File: config.mk
export PLATFORM = sky130hd
export DESIGN_NAME = vga_timing_gen
export DESIGN_NICKNAME = d
export VERILOG_FILES = /design/src/rtl/vga_timing_gen.sv
export SDC_FILE = /design/constraint.sdc
export NUM_CORES = 1
export LEC_CHECK = 0
export ABC_AREA = 0
export CORE_AREA = 4 4 61 63
export DETAILED_ROUTE_END_ITERATION = 7
export DIE_AREA = 0 0 65 67
export PLACE_DENSITY = 0.89
export REMOVE_ABC_BUFFERS = 1
export SYNTH_ARGS = -nofsm -noshare
export SYNTH_HDL_FRONTEND = slang
export SYNTH_SLANG_ARGS = --single-unit
File: constraint.sdc
create_clock -name clk25MHz -period 3.64 [get_ports clk25MHz]
set_input_delay 0.728 -clock clk25MHz [delete_from_list [all_inputs] [get_ports clk25MHz]]
set_output_delay 0.728 -clock clk25MHz [all_outputs]
set_load 0.01 [all_outputs]
File: src/rtl/vga_timing_gen.sv
// Raster timing generator for the 25 MHz pixel clock domain.
// Produces registered sync, active-video, scaled pixel coordinates and
// line/frame pulses, plus delayed copies of active/hsync/vsync that line up
// with a downstream stage whose colour outputs are registered.
module vga_timing_gen #(
  parameter int H_VISIBLE = 640,
  parameter int H_FP      = 16,
  parameter int H_SYNC    = 96,
  parameter int H_BP      = 48,
  parameter int V_VISIBLE = 480,
  parameter int V_FP      = 10,
  parameter int V_SYNC    = 2,
  parameter int V_BP      = 33,
  parameter bit SYNC_POL  = 1'b0,
  parameter int H_SHIFT   = 1,
  parameter int V_SHIFT   = 0,
  parameter int PIPE_DLY  = 1
) (
  input  logic       clk25MHz,
  input  logic       rst,
  output logic [8:0] pos_x,
  output logic [8:0] pos_y,
  output logic       active,
  output logic       hsync,
  output logic       vsync,
  output logic       line_start,
  output logic       frame_start,
  output logic       active_d,
  output logic       hsync_d,
  output logic       vsync_d
);

  localparam int H_TOTAL = H_VISIBLE + H_FP + H_SYNC + H_BP;
  localparam int V_TOTAL = V_VISIBLE + V_FP + V_SYNC + V_BP;

  // Counters are 10 bits, so the last count of a line/frame always fits.
  localparam logic [9:0] H_LAST = 10'(H_TOTAL - 1);
  localparam logic [9:0] V_LAST = 10'(V_TOTAL - 1);

  // Decode thresholds are one bit wider so a boundary of 1024 stays exact.
  localparam logic [10:0] H_VIS_END  = 11'(H_VISIBLE);
  localparam logic [10:0] H_SYNC_BEG = 11'(H_VISIBLE + H_FP);
  localparam logic [10:0] H_SYNC_END = 11'(H_VISIBLE + H_FP + H_SYNC);
  localparam logic [10:0] V_VIS_END  = 11'(V_VISIBLE);
  localparam logic [10:0] V_SYNC_BEG = 11'(V_VISIBLE + V_FP);
  localparam logic [10:0] V_SYNC_END = 11'(V_VISIBLE + V_FP + V_SYNC);

  localparam logic SYNC_OFF = ~SYNC_POL;

  logic [9:0] hCnt_q, hCnt_d;
  logic [9:0] vCnt_q, vCnt_d;

  logic [8:0] posX_q, posX_d;
  logic [8:0] posY_q, posY_d;
  logic       active_q, activeNext;
  logic       hsync_q, hsyncNext;
  logic       vsync_q, vsyncNext;
  logic       lineStart_q, lineStartNext;
  logic       frameStart_q, frameStartNext;

  logic [10:0] hWide, vWide;
  logic        hVis, vVis, hSyncOn, vSyncOn;

  // Next counter values: h wraps every line, v advances only on the h wrap.
  always_comb begin
    hCnt_d = hCnt_q + 10'd1;
    vCnt_d = vCnt_q;
    if (hCnt_q == H_LAST) begin
      hCnt_d = '0;
      vCnt_d = (vCnt_q == V_LAST) ? 10'd0 : vCnt_q + 10'd1;
    end
  end

  // Decode the current counters into the values registered on the next edge.
  always_comb begin
    hWide          = {1'b0, hCnt_q};
    vWide          = {1'b0, vCnt_q};
    hVis           = hWide < H_VIS_END;
    vVis           = vWide < V_VIS_END;
    hSyncOn        = (hWide >= H_SYNC_BEG) && (hWide < H_SYNC_END);
    vSyncOn        = (vWide >= V_SYNC_BEG) && (vWide < V_SYNC_END);
    activeNext     = hVis && vVis;
    hsyncNext      = hSyncOn ? SYNC_POL : SYNC_OFF;
    vsyncNext      = vSyncOn ? SYNC_POL : SYNC_OFF;
    lineStartNext  = (hCnt_q == 10'd0) && vVis;
    frameStartNext = (hCnt_q == 10'd0) && (vCnt_q == 10'd0);
    posX_d         = activeNext ? 9'(hCnt_q >> H_SHIFT) : 9'd0;
    posY_d         = activeNext ? 9'(vCnt_q >> V_SHIFT) : 9'd0;
  end

  // Counter and output registers; reset abandons the frame immediately.
  always_ff @(posedge clk25MHz) begin
    if (rst) begin
      hCnt_q       <= '0;
      vCnt_q       <= '0;
      posX_q       <= '0;
      posY_q       <= '0;
      active_q     <= 1'b0;
      hsync_q      <= SYNC_OFF;
      vsync_q      <= SYNC_OFF;
      lineStart_q  <= 1'b0;
      frameStart_q <= 1'b0;
    end else begin
      hCnt_q       <= hCnt_d;
      vCnt_q       <= vCnt_d;
      posX_q       <= posX_d;
      posY_q       <= posY_d;
      active_q     <= activeNext;
      hsync_q      <= hsyncNext;
      vsync_q      <= vsyncNext;
      lineStart_q  <= lineStartNext;
      frameStart_q <= frameStartNext;
    end
  end

  assign pos_x       = posX_q;
  assign pos_y       = posY_q;
  assign active      = active_q;
  assign hsync       = hsync_q;
  assign vsync       = vsync_q;
  assign line_start  = lineStart_q;
  assign frame_start = frameStart_q;

  generate
    if (PIPE_DLY == 0) begin : gNoDelay
      assign active_d = active_q;
      assign hsync_d  = hsync_q;
      assign vsync_d  = vsync_q;
    end else begin : gDelay
      logic [2:0] pipe_q [PIPE_DLY];

      // Shift the registered {active, hsync, vsync} down the delay line.
      always_ff @(posedge clk25MHz) begin
        if (rst) begin
          for (int i = 0; i < PIPE_DLY; i++) begin
            pipe_q[i] <= {1'b0, SYNC_OFF, SYNC_OFF};
          end
        end else begin
          pipe_q[0] <= {active_q, hsync_q, vsync_q};
          for (int i = 1; i < PIPE_DLY; i++) begin
            pipe_q[i] <= pipe_q[i-1];
          end
        end
      end

      assign {active_d, hsync_d, vsync_d} = pipe_q[PIPE_DLY-1];
    end
  endgenerate

endmodule

; ---- After elaboration in Yosys (flattened, before gate mapping)
; Memories as Yosys holds them, arrays and structs flattened.
; Index checks and enable logic that the tools add are counted.
[totals]
regBits = 43
mem_bits_rw = 3
in_bits = 2
out_inout_bits = 26
word_cells = 39
memories = 1
[op_classes]
add_sub_neg = 2
n_lt_le_gt_ge = 6
eq_ne = 2
mux = 8
bitwise_logic = 1
reduce_logical = 10
[mem_list]
columns = memory, depth, word_bits, read_ports, rd_clocked_by_memory_dff, write_ports, line
row1 = gDelay.pipe_q, 1, 3, 1, 0, 1, 130  ; logic [2:0] pipe_q [PIPE_DLY];
[ops]
columns = operator, count
row1 = $add A10 B1 Y10 const B, 2
row2 = $eq A10 B10 Y1 const B, 2
row3 = $logic_not A10 Y1, 2
row4 = $lt A10 B10 Y1 const B, 2
row5 = $lt A10 B9 Y1 const B, 2
row6 = $ge A10 B10 Y1 const B, 1
row7 = $ge A10 B9 Y1 const B, 1
row8 = $mux W10, 1
row9 = $mux W1, 6
row10 = $logic_and A1 B1 Y1, 5
row11 = $reduce_or A2 Y1, 2
row12 = $mux W3, 1
row13 = $reduce_or A3 Y1, 1
row14 = $not A1 Y1, 1

; ---- Longest topological paths before layout
[depth]
ltp_word = 4
mapped_depth = 6
ltp_nobuf = 5

; ---- Least setup slack after synthesis
; Ideal clock, no wire load.
[synth_path]
kind = reg2reg
start = register hCnt_q[0]
end = register vCnt_q[7]
setup_time_ns = 0.070
t_arrival_ns = 1.705
t_required_ns = 3.570
path_slack_ns = 1.866
stages_incl_launch_ff = 6
path_buffers = 0
period_less_slack_ns = 1.774
path_cell_list = dfxtp_1 ha_1 nand3_4 or4_4 or3_1 a21oi_1
[synth_between]
elab_chain_cells = 1
[synth_rtl]
columns = element, line
row1 = "start, declared", 50  ; logic [9:0] hCnt_q, hCnt_d;
row2 = "start signal, assigned", 104  ; hCnt_q <= hCnt_d;
row3 = $eq A10 B10 Y1, 68  ; if (hCnt_q == H_LAST) begin
row4 = "end signal, assigned", 105  ; vCnt_q <= vCnt_d;
row5 = "end, declared", 51  ; logic [9:0] vCnt_q, vCnt_d;
; Every way passes these cells.
; A chain may end at the register's enable or synchronous reset.

==> metrics.txt <==
result of the run complete, no violations; Fin Clk Skew 5.45 ps; Sw Ratio 20.1%; initial antenna violation count 0; port bufs 27; most common cell after layout, fill and taps aside dfxtp_1; DRC violation count after routing 0; most common flop cell mapped by yosys dfxtp_1; DR iter-0 viols 77; worst min path class register to register; synthesis-stage register bit count 46; DR WL/cell 12.8 um; ANT cells 0; Gate Count Post-Synth 177; cell area after synthesis 0.00175 sq mm; NetSw 0.173 mW; P&R area growth vs syn 21.9%; number of synthesized flops with an enable pin 0; Die Ht 67 um; max_slew headroom 72.0%; Final Hold Vio Count 0; layout cell share with drive strength beyond 1 9.80%; I/O pin cnt 28; RSZ-0062 raised after global routing no; Final #Nets 210; Seq/Total Area, Yosys 52.6%; Pre-Repair DR Iteration Count 4; final RePlAce weighted congestion 0.799; chip width 65 um; power density over cell area 403 mW/mm^2; Worst Setup End Kind register; internal power 0.687 mW; cts-stage hold buffer count 0; clk_lat worst skew 350 ps; Synth top area share 52.6%; GRT Resource Usage Total 17.1%; dpl cell area 0.00205 sq mm; minimum clock period after layout 2010 ps; H-Tree Depth 2; YS warnings 0; Synth area leaders dfxtp_1 53%, and2_1 6.4%, nor2_1 4.5%; clock power share 36.0%; Synth async-reset ratio 0%; Vias/cell 5.24; Max Cap Violations 0; DIE AREA 0.00436 sq mm; Max clock buf depth 2; Pleak 0.853 nW; Vias 1310; clk sink count 46; CTS Root Cell clkbuf_4; worst-path maximum fanout 12; Overflow after GRT 0; vias in the first global route 1210; setup bufs post-CTS 0; CTS tree yes; CP arrival 2250 ps; Worst Path Required 3870 ps; Final Cell Area 0.00213 sq mm; Routed WL 3200 um; first-pass GRT wire length 5620 um; Comb power frac 4.0%; kind of critical path primary input to register; # setup viols final 0; Clock transition at path regs 120 ps; Netlist cell types 34; Initial Util 54.2%; DP HPWL 2160 um; Slew @ Worst Pin 418 ps; largest net degree at the start of global routing 20; post-CTS resize count 0; area leader, netlist dfxtp_1; Final Util 66.0%; CTS Buf Count 5; IR drop worst, VDD 0.206 mV; most frequent cells in the layout 46 x dfxtp_1, 27 x clkdlybuf4s50_1, 21 x nor2_1; post-route clock period utilization 55.3%; antenna viol nets, final 0; total negative slack 0 ps; Seq pwr share 60.0%; Fmax achieved 496 MHz; syn avg cell area 9.90 sq um; core area 0.00323 sq mm; final slew viol count 0; Startpoint Class primary input; setup slack, reg-to-reg 1650 ps; site row count 21
[synthesized netlist by cell type, types with 2 or more instances]
master / n
nand2_1: 7
xor2_1: 6
inv_1: 8
xnor2_1: 7
nand4_1: 6
clkbuf_1: 4
nor2b_1: 2
or2_2: 4
nand3_1: 4
nor4_1: 4
and2_1: 18
and3_1: 6
or3_1: 3
ha_1: 4
a31o_2: 2
nor3_1: 2
nor2_1: 21
o21ai_0: 2
dfxtp_1: 46
a21oi_1: 5
buf_2: 3
[flip-flops by register name (all words and copies together), names as in the netlist]
name / count
gDelay.pipe_q: 3
pos_x: 9
frame_start: 1
vCnt_q: 10
line_start: 1
vsync: 1
hCnt_q: 10
hsync: 1
active: 1
pos_y: 9
[area by class of cell]
| class | instances | area (sq um) |
|---|---|---|
| multi-input combinational | 115 | 767 |
| sequential | 46 | 921 |
| inverter | 8 | 30.0 |
| timing repair buffer | 28 | 278 |
| fill | 248 | 1100 |
| tap | 46 | 57.6 |
| clock inverter | 1 | 30.0 |
| clock buffer | 6 | 51.3 |
[power groups by stage]
stage | Sequential [mW] | Combinational [mW] | Clock (mW)
final | 0.516 | 0.0347 | 0.309
after global routing | 0.518 | 0.0387 | 0.338
after CTS | 0.516 | 0.0351 | 0.310
after detailed placement | 0.527 | 0.0347 | 0
after global placement | 0.527 | 0.0331 | 0
after floorplan | 0.529 | 0.0144 | 0
[kinds of logic (layout without fill, tap and decap cells)]
group	count (synthesis)	in the layout	share of synthesized area, %
xor gates and xnor gates	13	13	6.50
buffers and inverters	16	43	3.64
muxes	1	1	0.571
adders and majority gates	4	4	2.86
AOI/OAI and AO/OA	10	10	3.57
and+or+nand+nor	87	87	30.3
DFF	46	46	52.6
[critical path, cell delays in order]
cell and delay (ps):
clkdlybuf4s50_1 620, or3_1 420, or4_1 480
[per-layer routing]
layer  vias up  wire length (um)  track usage (%)
li1        649                 -                -
met1       617              1430             21.3
met2        38              1580             27.6
met3         6               146             4.55
met4         0                49             7.39
met5         -                 0                0
[through the flow]
| step | instances | hold slack [ps] | worst slack, ps | power [mW] |
|---|---|---|---|---|
| after detailed placement | 243 | 423 | 1280 | 0.562 |
| after global routing | 250 | 482 | 1560 | 0.895 |
| final | 250 | 448 | 1630 | 0.860 |
| after CTS | 250 | 452 | 1610 | 0.861 |
| after floorplan | 169 | 438 | 1870 | 0.544 |
| after global placement | 243 | 422 | 1330 | 0.560 |
[path summary, 6_finish.rpt]
kind,start,to,cells past startpoint
worst max register to register,hCnt_q[8],vCnt_q[2],4
worst max-delay path,rst,vsync,3
worst min-delay path,hsync,gDelay.pipe_q[0][1],1
worst min register to register,hsync,gDelay.pipe_q[0][1],1
(Power assumes the default switching activity.)
